File: config.mk
export PLATFORM = sky130hd
export DESIGN_NAME = onehot_index_sequencer
export DESIGN_NICKNAME = d
export VERILOG_FILES = /design/src/rtl/onehot_pkg.sv /design/src/rtl/onehot_prescaler.sv /design/src/rtl/onehot_index_sequencer.sv
export SDC_FILE = /design/constraint.sdc
export NUM_CORES = 1
export LEC_CHECK = 0
export ABC_AREA = 1
export CAP_MARGIN = 20
export CORE_ASPECT_RATIO = 1.1
export CORE_MARGIN = 5
export CORE_UTILIZATION = 50
export DETAILED_ROUTE_END_ITERATION = 7
export PLACE_DENSITY = 0.72
export REMOVE_ABC_BUFFERS = 1
export SLEW_MARGIN = 20
export SYNTH_ARGS = -nofsm -noshare
export SYNTH_HDL_FRONTEND = slang
export SYNTH_SLANG_ARGS = --single-unit
File: constraint.sdc
create_clock -name clk -period 4.6 [get_ports clk]
set_clock_uncertainty 0.15 [all_clocks]
set_input_delay 0.92 -clock clk [delete_from_list [all_inputs] [get_ports clk]]
set_output_delay 0.92 -clock clk [all_outputs]
set_load 0.02 [all_outputs]
File: src/rtl/onehot_pkg.sv
// Shared types and constants for the LED index sequencer.
// Holds the step-mode enum and the next-index/direction function.
package onehot_pkg;

    localparam int unsigned IDX_W          = 3;
    localparam logic [2:0]  IDX_MAX        = 3'd7;
    localparam int unsigned PRESCALE_W_DEF = 24;
    localparam int unsigned BASE_SHIFT_DEF = 14;

    typedef enum logic [1:0] {
        MODE_HOLD   = 2'b00,
        MODE_UP     = 2'b01,
        MODE_DOWN   = 2'b10,
        MODE_BOUNCE = 2'b11
    } mode_e;

    // Returns {dir, idx} after one applied step.
    function automatic logic [IDX_W:0] next_state(input mode_e mode,
                                                  input logic [IDX_W-1:0] idx,
                                                  input logic dir);
        logic [IDX_W-1:0] nidx;
        logic             ndir;
        nidx = idx;
        ndir = dir;
        unique case (mode)
            MODE_HOLD: ;
            MODE_UP: begin
                nidx = idx + 3'd1;
                ndir = 1'b1;
            end
            MODE_DOWN: begin
                nidx = idx - 3'd1;
                ndir = 1'b0;
            end
            MODE_BOUNCE: begin
                // Reflect at the ends so an end value is never shown twice.
                if (dir) begin
                    if (idx == IDX_MAX) begin
                        nidx = IDX_MAX - 3'd1;
                        ndir = 1'b0;
                    end else begin
                        nidx = idx + 3'd1;
                    end
                end else begin
                    if (idx == '0) begin
                        nidx = 3'd1;
                        ndir = 1'b1;
                    end else begin
                        nidx = idx - 3'd1;
                    end
                end
            end
            default: ;
        endcase
        return {ndir, nidx};
    endfunction

endpackage

File: src/rtl/onehot_prescaler.sv
// Programmable prescaler: ticks every 2^(BASE_SHIFT+rate_sel) enabled cycles.
module onehot_prescaler #(
    parameter int unsigned PRESCALE_W = onehot_pkg::PRESCALE_W_DEF,
    parameter int unsigned BASE_SHIFT = onehot_pkg::BASE_SHIFT_DEF
) (
    input  logic       clk,
    input  logic       rst_n,
    input  logic       ena,
    input  logic [2:0] rate_sel,
    input  logic       clear,
    output logic       tick
);

    logic [PRESCALE_W-1:0] count_q;
    logic [PRESCALE_W-1:0] count_d;
    logic [PRESCALE_W-1:0] term;
    logic [PRESCALE_W-1:0] one;

    assign one = {{(PRESCALE_W-1){1'b0}}, 1'b1};

    // >= so a lowered rate_sel mid-count ticks at once instead of wrapping.
    always_comb begin
        term    = (one << (BASE_SHIFT + {29'd0, rate_sel})) - one;
        tick    = ena & (count_q >= term);
        count_d = count_q;
        if (ena) begin
            if (clear || tick) begin
                count_d = '0;
            end else begin
                count_d = count_q + one;
            end
        end
    end

    always_ff @(posedge clk or negedge rst_n) begin
        if (!rst_n) begin
            count_q <= '0;
        end else begin
            count_q <= count_d;
        end
    end

endmodule

File: src/rtl/onehot_index_sequencer.sv
// Generates the 3-bit index for the one-hot LED decoder (hold/up/down/bounce).
// Optional manual step button enabled by ONEHOT_SEQ_MANUAL_STEP_EN.
module onehot_index_sequencer #(
    parameter int unsigned IDX_W      = 3,
    parameter int unsigned PRESCALE_W = onehot_pkg::PRESCALE_W_DEF,
    parameter int unsigned BASE_SHIFT = onehot_pkg::BASE_SHIFT_DEF
) (
    input  logic             clk,
    input  logic             rst_n,
    input  logic             ena,
    input  logic [1:0]       mode_i,
    input  logic [2:0]       rate_sel_i,
    input  logic             load_i,
    input  logic [IDX_W-1:0] load_val_i,
`ifdef ONEHOT_SEQ_MANUAL_STEP_EN
    input  logic             step_btn_i,
`endif
    output logic [IDX_W-1:0] idx_o,
    output logic             dir_o,
    output logic             step_o
);

    import onehot_pkg::*;

    logic             tick;
    logic             do_load;
    logic             advance;
    logic             btn_edge;
    mode_e            eff_mode;
    logic [IDX_W:0]   nxt;
    logic [IDX_W-1:0] idx_q, idx_d;
    logic             dir_q, dir_d;
    logic             step_q, step_d;

    onehot_prescaler #(
        .PRESCALE_W (PRESCALE_W),
        .BASE_SHIFT (BASE_SHIFT)
    ) u_prescaler (
        .clk      (clk),
        .rst_n    (rst_n),
        .ena      (ena),
        .rate_sel (rate_sel_i),
        .clear    (do_load),
        .tick     (tick)
    );

`ifdef ONEHOT_SEQ_MANUAL_STEP_EN
    logic [1:0] btn_sync_q;
    logic       btn_prev_q;

    always_ff @(posedge clk or negedge rst_n) begin
        if (!rst_n) begin
            btn_sync_q <= '0;
            btn_prev_q <= 1'b0;
        end else begin
            btn_sync_q <= {btn_sync_q[0], step_btn_i};
            btn_prev_q <= btn_sync_q[1];
        end
    end

    assign btn_edge = btn_sync_q[1] & ~btn_prev_q;
`else
    assign btn_edge = 1'b0;
`endif

    // A button edge in hold mode advances as up; a coincident tick is merged.
    always_comb begin
        do_load  = ena & load_i;
        advance  = ena & ~load_i & (tick | btn_edge);
        eff_mode = (btn_edge && mode_e'(mode_i) == MODE_HOLD) ? MODE_UP : mode_e'(mode_i);
        nxt      = next_state(eff_mode, idx_q, dir_q);
        idx_d    = idx_q;
        dir_d    = dir_q;
        step_d   = 1'b0;
        if (do_load) begin
            idx_d = load_val_i;
        end else if (advance) begin
            idx_d  = nxt[IDX_W-1:0];
            dir_d  = nxt[IDX_W];
            step_d = 1'b1;
        end
    end

    always_ff @(posedge clk or negedge rst_n) begin
        if (!rst_n) begin
            idx_q  <= '0;
            dir_q  <= 1'b1;
            step_q <= 1'b0;
        end else begin
            idx_q  <= idx_d;
            dir_q  <= dir_d;
            step_q <= step_d;
        end
    end

    assign idx_o  = idx_q;
    assign dir_o  = dir_q;
    assign step_o = step_q;

endmodule

==> impl_metrics.yaml, run 1 <==
die:
  die_w_um: 77.6
  fp.dieH_um: 84.3
  ioPinCount: 17
  initial_core_util_pct: 50.9
  row_count: 27
  core_sq_mm: 0.00493
  die-area_sq_mm: 0.00654
critical_path:
  crit_path_frequent_cell: "nand2_1"
  path_max_fanout: 24
  slowest_stage: "clkdlybuf4s50_1"
  r2r_cells: 10
  cp-end-kind: "register"
  rr_startpoint: "u_prescaler.count_q[15]"
  critical-path-top-delay-family: "simple AND/OR/NAND/NOR gates"
  timing_worst_setup_path_type: "input pin to register"
  crit_required_ns: 4.59
  cp.arrival_ns: 3.91
  r2r_setup_slack_ns: 2.38
  r2r_end: "u_prescaler.count_q[0]"
  critPathMaxStageDelay_ns: 0.58
  start_kind: "input pin"
  crit_chain: "clkdlybuf4s50_1, inv_1, ha_1, or2_2, nor3_1, xnor2_1, ha_1, nand4_1, inv_1, nand2_1, nor2_1, nand2_1, nand3_1, nand2_1, nand2_2, o21ai_0"
  critPathBufInv: 3
logic_synthesis:
  synthTopCellsByArea: "dfrtp_1, ha_1, nand2_1"
  yosysSeqAreaShare_pct: 29.0
  syn_area_sq_mm: 0.00251
  synth_cells: 332
  synth-seq-cells: 29
  synth_top_area_cell: "dfrtp_1"
  ys_types: 34
  synth.top_cell.area_share_pct: 27.9
  ys_warn_count: 0
  avgSynthCellArea_sq_um: 7.56
clock_tree:
  clkSlewWorstSetupHoldPaths_ns: 0.06
  cts_root_buf: "clkbuf_8"
  clk_path_buf_depth: 2
  cts_buffers: 5
  hold_buffers: 0
  cts_setup_buffers: 0
  clock_latency_ns: 0.27
  clock_sinks: 29
  cts_tree: "built"
  post_cts_resized: 0
  htree_levels: 2
layout:
  layout_commonest_cell: "nand2_1"
  final_net_count: 405
  num_antenna_cells: 0
  areaGrowthSynthToFinish_pct: 12.9
  drive_gt1_share_pct: 9.75
  final_cell_mix: "nand2_1, nor2_1, inv_1"
run:
  maxCapViolations: 0
sta:
  period_share_pct: 85.2
  fmax_ghz: 0.255
  hold_viol: 0
  rsz0062_at_grt: "no"
  finalSetupViolations: 0
  drv_slew: 0
  period_needed_ns: 3.92
  holdWs_ns: 0.360
  setup_tns_ns: 0
status:
  status: "finished, final reports clean"
min_path:
  hold_class: "register to register"
  whs_path_depth: 2
  hold_path.startpoint: "dir_o"
  hold_end: "dir_o"
power_and_ir_drop:
  power_frac_seq_pct: 44.6
  powerDensity_mw_per_mm2: 230
  p_int_uw: 459
  combPwrFrac_pct: 23.2
  irDropWorstVdd_mv: 0.176
  clock_power_share_pct: 32.2
  total_leakage_power_uw: 0.00143
  switching_share_pct: 29.5
  p_switching_uw: 192
place:
  place.gp.congestion: 0.821
  port_buffers: 16
  dp_hpwl_um: 3930
detailed_routing:
  antenna_left: 0
  drt-total-wl_um: 4800
  drc: 0
  routedWlPerCell_um: 11.5
  drt-initial-drc-count: 66
  viasPerCell: 5.03
  drt_pass1_iterations: 4
  vias: 2097
global_routing:
  grt_pass1_vias: 2029
  grt_pass1_wl_um: 8760
  antenna_found_initial: 0
  grt_max_degree: 30
  overflow: 0
  grtUsageTotal_pct: 16.1
==> power by group through the flow <==
stage / combinational [uW] / sequential (uW) / clock, uW
after floorplan: 91.3 / 299 / 0
after global placement: 150 / 294 / 0
after detailed placement: 152 / 295 / 0
after CTS: 153 / 290 / 217
after global routing: 176 / 293 / 230
final: 151 / 290 / 210
==> area by class of cell <==
cell class	count	area [sq um]
clock buffer	8	90.1
fill	483	2100
inverter	43	164
multi-input combinational	262	1610
sequential	29	727
tap	58	72.6
timing repair buffer	17	168
==> layer usage <==
metal | vias up | part of all wire, % | global-route usage [%]
li1 | 1109 | - | -
met5 | - | 0 | 0
met3 | 8 | 2.6 | 3.11
met2 | 24 | 51 | 28.6
met4 | 0 | 1.4 | 4.38
met1 | 956 | 45 | 19.8
==> cell usage after synthesis, drive strengths merged <==
master   number
nand2        75
nor2         54
inv          43
ha           35
dfrtp        28
nand3        19
xor2         18
a21oi        13
nor3         13
o21ai         7
buf           3
nand4         3
or2           3
xnor2         3
a21o          2
conb          2
nor4          2
o211ai        2
o22ai         2
a211oi        1
dfstp         1
nor3b         1
o2111ai       1
o21a          1
==> worst reg2reg max path, delay by kind of cell, from the launching register on <==
family          cells  cell delay, ns
flops               1            0.44
simple gates        8            1.02
fa+ha+maj           1            0.32
compound gates      1            0.14
==> flip-flops by register name, summed over array words and instances, names as in the netlist <==
name and cells:
step_o 1, idx_o 3, dir_o 1, u_prescaler.count_q 24
==> worst max path at each step <==
stage                  start                      to  slack, ns  cells after the start
2_1_floorplan  rate_sel_i[1]  u_prescaler.count_q[0]       1.39                     15
3_3_place_gp   rate_sel_i[1]  u_prescaler.count_q[1]       0.46                     16
3_5_place_dp   rate_sel_i[1]  u_prescaler.count_q[0]       0.39                     16
4_1_cts        rate_sel_i[1]  u_prescaler.count_q[0]       0.66                     16
5_1_grt        rate_sel_i[1]  u_prescaler.count_q[0]       0.36                     17
6_report       rate_sel_i[1]  u_prescaler.count_q[0]       0.68                     16
==> through the flow <==
step / setup slack (ns) / utilization, % / total power (uW) / std cells / instance area (sq um)
5_1_grt: 0.356 / 57.4 / 699 / 417 / 2830
4_1_cts: 0.664 / 57.4 / 661 / 417 / 2830
3_5_place_dp: 0.388 / 55.6 / 447 / 409 / 2740
3_3_place_gp: 0.463 / 55.6 / 444 / 409 / 2740
2_1_floorplan: 1.39 / - / 390 / 334 / 2500
6_report: 0.683 / 57.4 / 651 / 417 / 2830
==> cell families after synthesis <==
kind of cell	count (synthesis)	synth area share (%)
other	2	0.299
buffers and inverters	46	7.58
XOR/XNOR	21	7.33
flip-flops	29	29.0
AO/OA/AOI/OAI	29	6.63
AND/OR/NAND/NOR	170	31.8
adder cells (fa/ha/maj)	35	17.4
Power figures use the tool's default switching activity.
==> run 2, diff against run 1 <==
--- a/config.mk
+++ b/config.mk
@@ -9,9 +9,9 @@
 export CAP_MARGIN = 20
 export CORE_ASPECT_RATIO = 1.1
 export CORE_MARGIN = 5
-export CORE_UTILIZATION = 50
+export CORE_UTILIZATION = 45
 export DETAILED_ROUTE_END_ITERATION = 7
-export PLACE_DENSITY = 0.72
+export PLACE_DENSITY = 0.67
 export REMOVE_ABC_BUFFERS = 1
 export SLEW_MARGIN = 20
 export SYNTH_ARGS = -nofsm -noshare
==> run 2 against run 1 <==
  * Cell area grew 2.3%
  * Cell count grew 4.1%
  * Highest routed layer unchanged
  * Via count shrank 0.52%
  * Largest power group is now the clock network
  * Largest cell class unchanged
==> impl_metrics.yaml, run 2 (synthesized netlist as in run 1, its figures left out) <==
die:
  die_w_um: 81.2
  row_count: 28
  fp.dieH_um: 88.3
  initial_core_util_pct: 46.5
  ioPinCount: 17
  core_sq_mm: 0.00540
  die-area_sq_mm: 0.00717
detailed_routing:
  routedWlPerCell_um: 11.4
  drt-total-wl_um: 4940
  drc: 0
  vias: 2086
  drt_pass1_iterations: 4
  viasPerCell: 4.81
  antenna_left: 0
  drt-initial-drc-count: 70
clock_tree:
  cts_root_buf: "clkbuf_8"
  clock_sinks: 29
  cts_buffers: 5
  cts_tree: "built"
  cts_setup_buffers: 0
  post_cts_resized: 0
  clkSlewWorstSetupHoldPaths_ns: 0.07
  clk_path_buf_depth: 2
  htree_levels: 2
  clock_latency_ns: 0.29
  hold_buffers: 0
layout:
  nFillCells: 548
  largest-register: "u_prescaler.count_q"
  largest_reg_flops: 24
  drive_gt1_share_pct: 10.3
  final_net_count: 405
  post-route-cell-area_sq_mm: 0.00290
  final_cell_mix: "nand2_1, nor2_1, inv_1"
  utilization_pct: 53.7
  num_antenna_cells: 0
  areaGrowthSynthToFinish_pct: 15.5
  layout_commonest_cell: "nand2_1"
global_routing:
  grt_pass1_wl_um: 8670
  overflow: 0
  grt_pass1_vias: 1984
  grt_max_degree: 30
  antenna_found_initial: 0
  grtUsageTotal_pct: 15.5
critical_path:
  start_kind: "input pin"
  rr_startpoint: "u_prescaler.count_q[15]"
  cp-end-kind: "register"
  timing_worst_setup_path_type: "input pin to register"
  crit_required_ns: 4.60
  r2r_setup_slack_ns: 2.36
  path_max_fanout: 24
  r2r_cells: 10
  cp.arrival_ns: 3.96
  r2r_end: "u_prescaler.count_q[1]"
sta:
  rsz0062_at_grt: "no"
  fmax_ghz: 0.253
  period_share_pct: 86.1
  setup_tns_ns: 0
  hold_viol: 0
  finalSetupViolations: 0
  drv_slew: 0
  period_needed_ns: 3.96
  worst_slack_ns: 0.640
place:
  port_buffers: 16
  place.gp.congestion: 0.810
  pre_cts_ws_ns: 0.346
  postPlaceCellArea_sq_mm: 0.00276
  dp_hpwl_um: 4000
run:
  maxCapViolations: 0
status:
  status: "finished, final reports clean"
min_path:
  hold_end: "dir_o"
  whs_path_depth: 2
  hold_class: "register to register"
  hold_path.startpoint: "dir_o"
power_and_ir_drop:
  total_leakage_power_uw: 0.00145
  total_power_uw: 758
  powerDensity_mw_per_mm2: 262
  irDropWorstVdd_mv: 0.181
run 2: cell count changes in the layout (fill, tap and decap cells not counted):
cell | previous run | this run
bufinv_16 | 0 | 2
clkbuf_1 | 2 | 0
clkinv_2 | 0 | 1
clkbuf_8 | 6 | 5
run 2: through the flow:
stage	hold slack (ns)	cells
floorplan	0.352	334
global placement	0.355	426
detailed placement	0.354	426
CTS	0.361	434
global route	0.408	434
finish	0.359	434
run 2: layer usage:
metal	wire length, um	vias to the layer above	track usage (%)
li1	-	1110	-
met1	2280	944	19.2
met2	2420	22	27.1
met3	146	10	2.65
met4	87	0	5.38
met5	0	-	0
run 2: critical path, stage by stage:
cell	delay [ns]
clkdlybuf4s50_1	0.58
inv_1	0.14
ha_1	0.29
or2_2	0.34
nor3_1	0.18
xnor2_1	0.11
ha_1	0.30
nand4_1	0.10
inv_1	0.07
nand2_1	0.05
nor2_1	0.09
nand2_1	0.06
nand3_1	0.13
nand2_1	0.10
nand2_2	0.38
o21ai_0	0.13
run 2: report_power, final:
group          total, uW  switching, uW  internal (uW)
Combinational        151           84.6           66.9
Sequential           290           19.6            270
Clock                317            102            215
Total                758            206            552
run 2: worst max path at each step:
| stage | startpoint | endpoint | slack [ns] | cells after the start |
|---|---|---|---|---|
| floorplan | rate_sel_i[1] | u_prescaler.count_q[0] | 1.39 | 15 |
| global placement | rate_sel_i[1] | u_prescaler.count_q[1] | 0.45 | 16 |
| detailed placement | rate_sel_i[1] | u_prescaler.count_q[1] | 0.35 | 16 |
| CTS | rate_sel_i[1] | u_prescaler.count_q[1] | 0.65 | 16 |
| global route | rate_sel_i[1] | u_prescaler.count_q[1] | 0.26 | 16 |
| finish | rate_sel_i[1] | u_prescaler.count_q[1] | 0.64 | 16 |
run 2: cell type report:
cell class / instances / area, sq um / area share, %
inverters: 43 / 164 / 5.66
well taps: 75 / 93.8 / 3.24
repair buffers: 17 / 168 / 5.79
multi-input cells: 262 / 1610 / 55.6
clock buffers: 5 / 68.8 / 2.37
clock inverters: 3 / 65.1 / 2.25
flip-flops and latches: 29 / 727 / 25.1
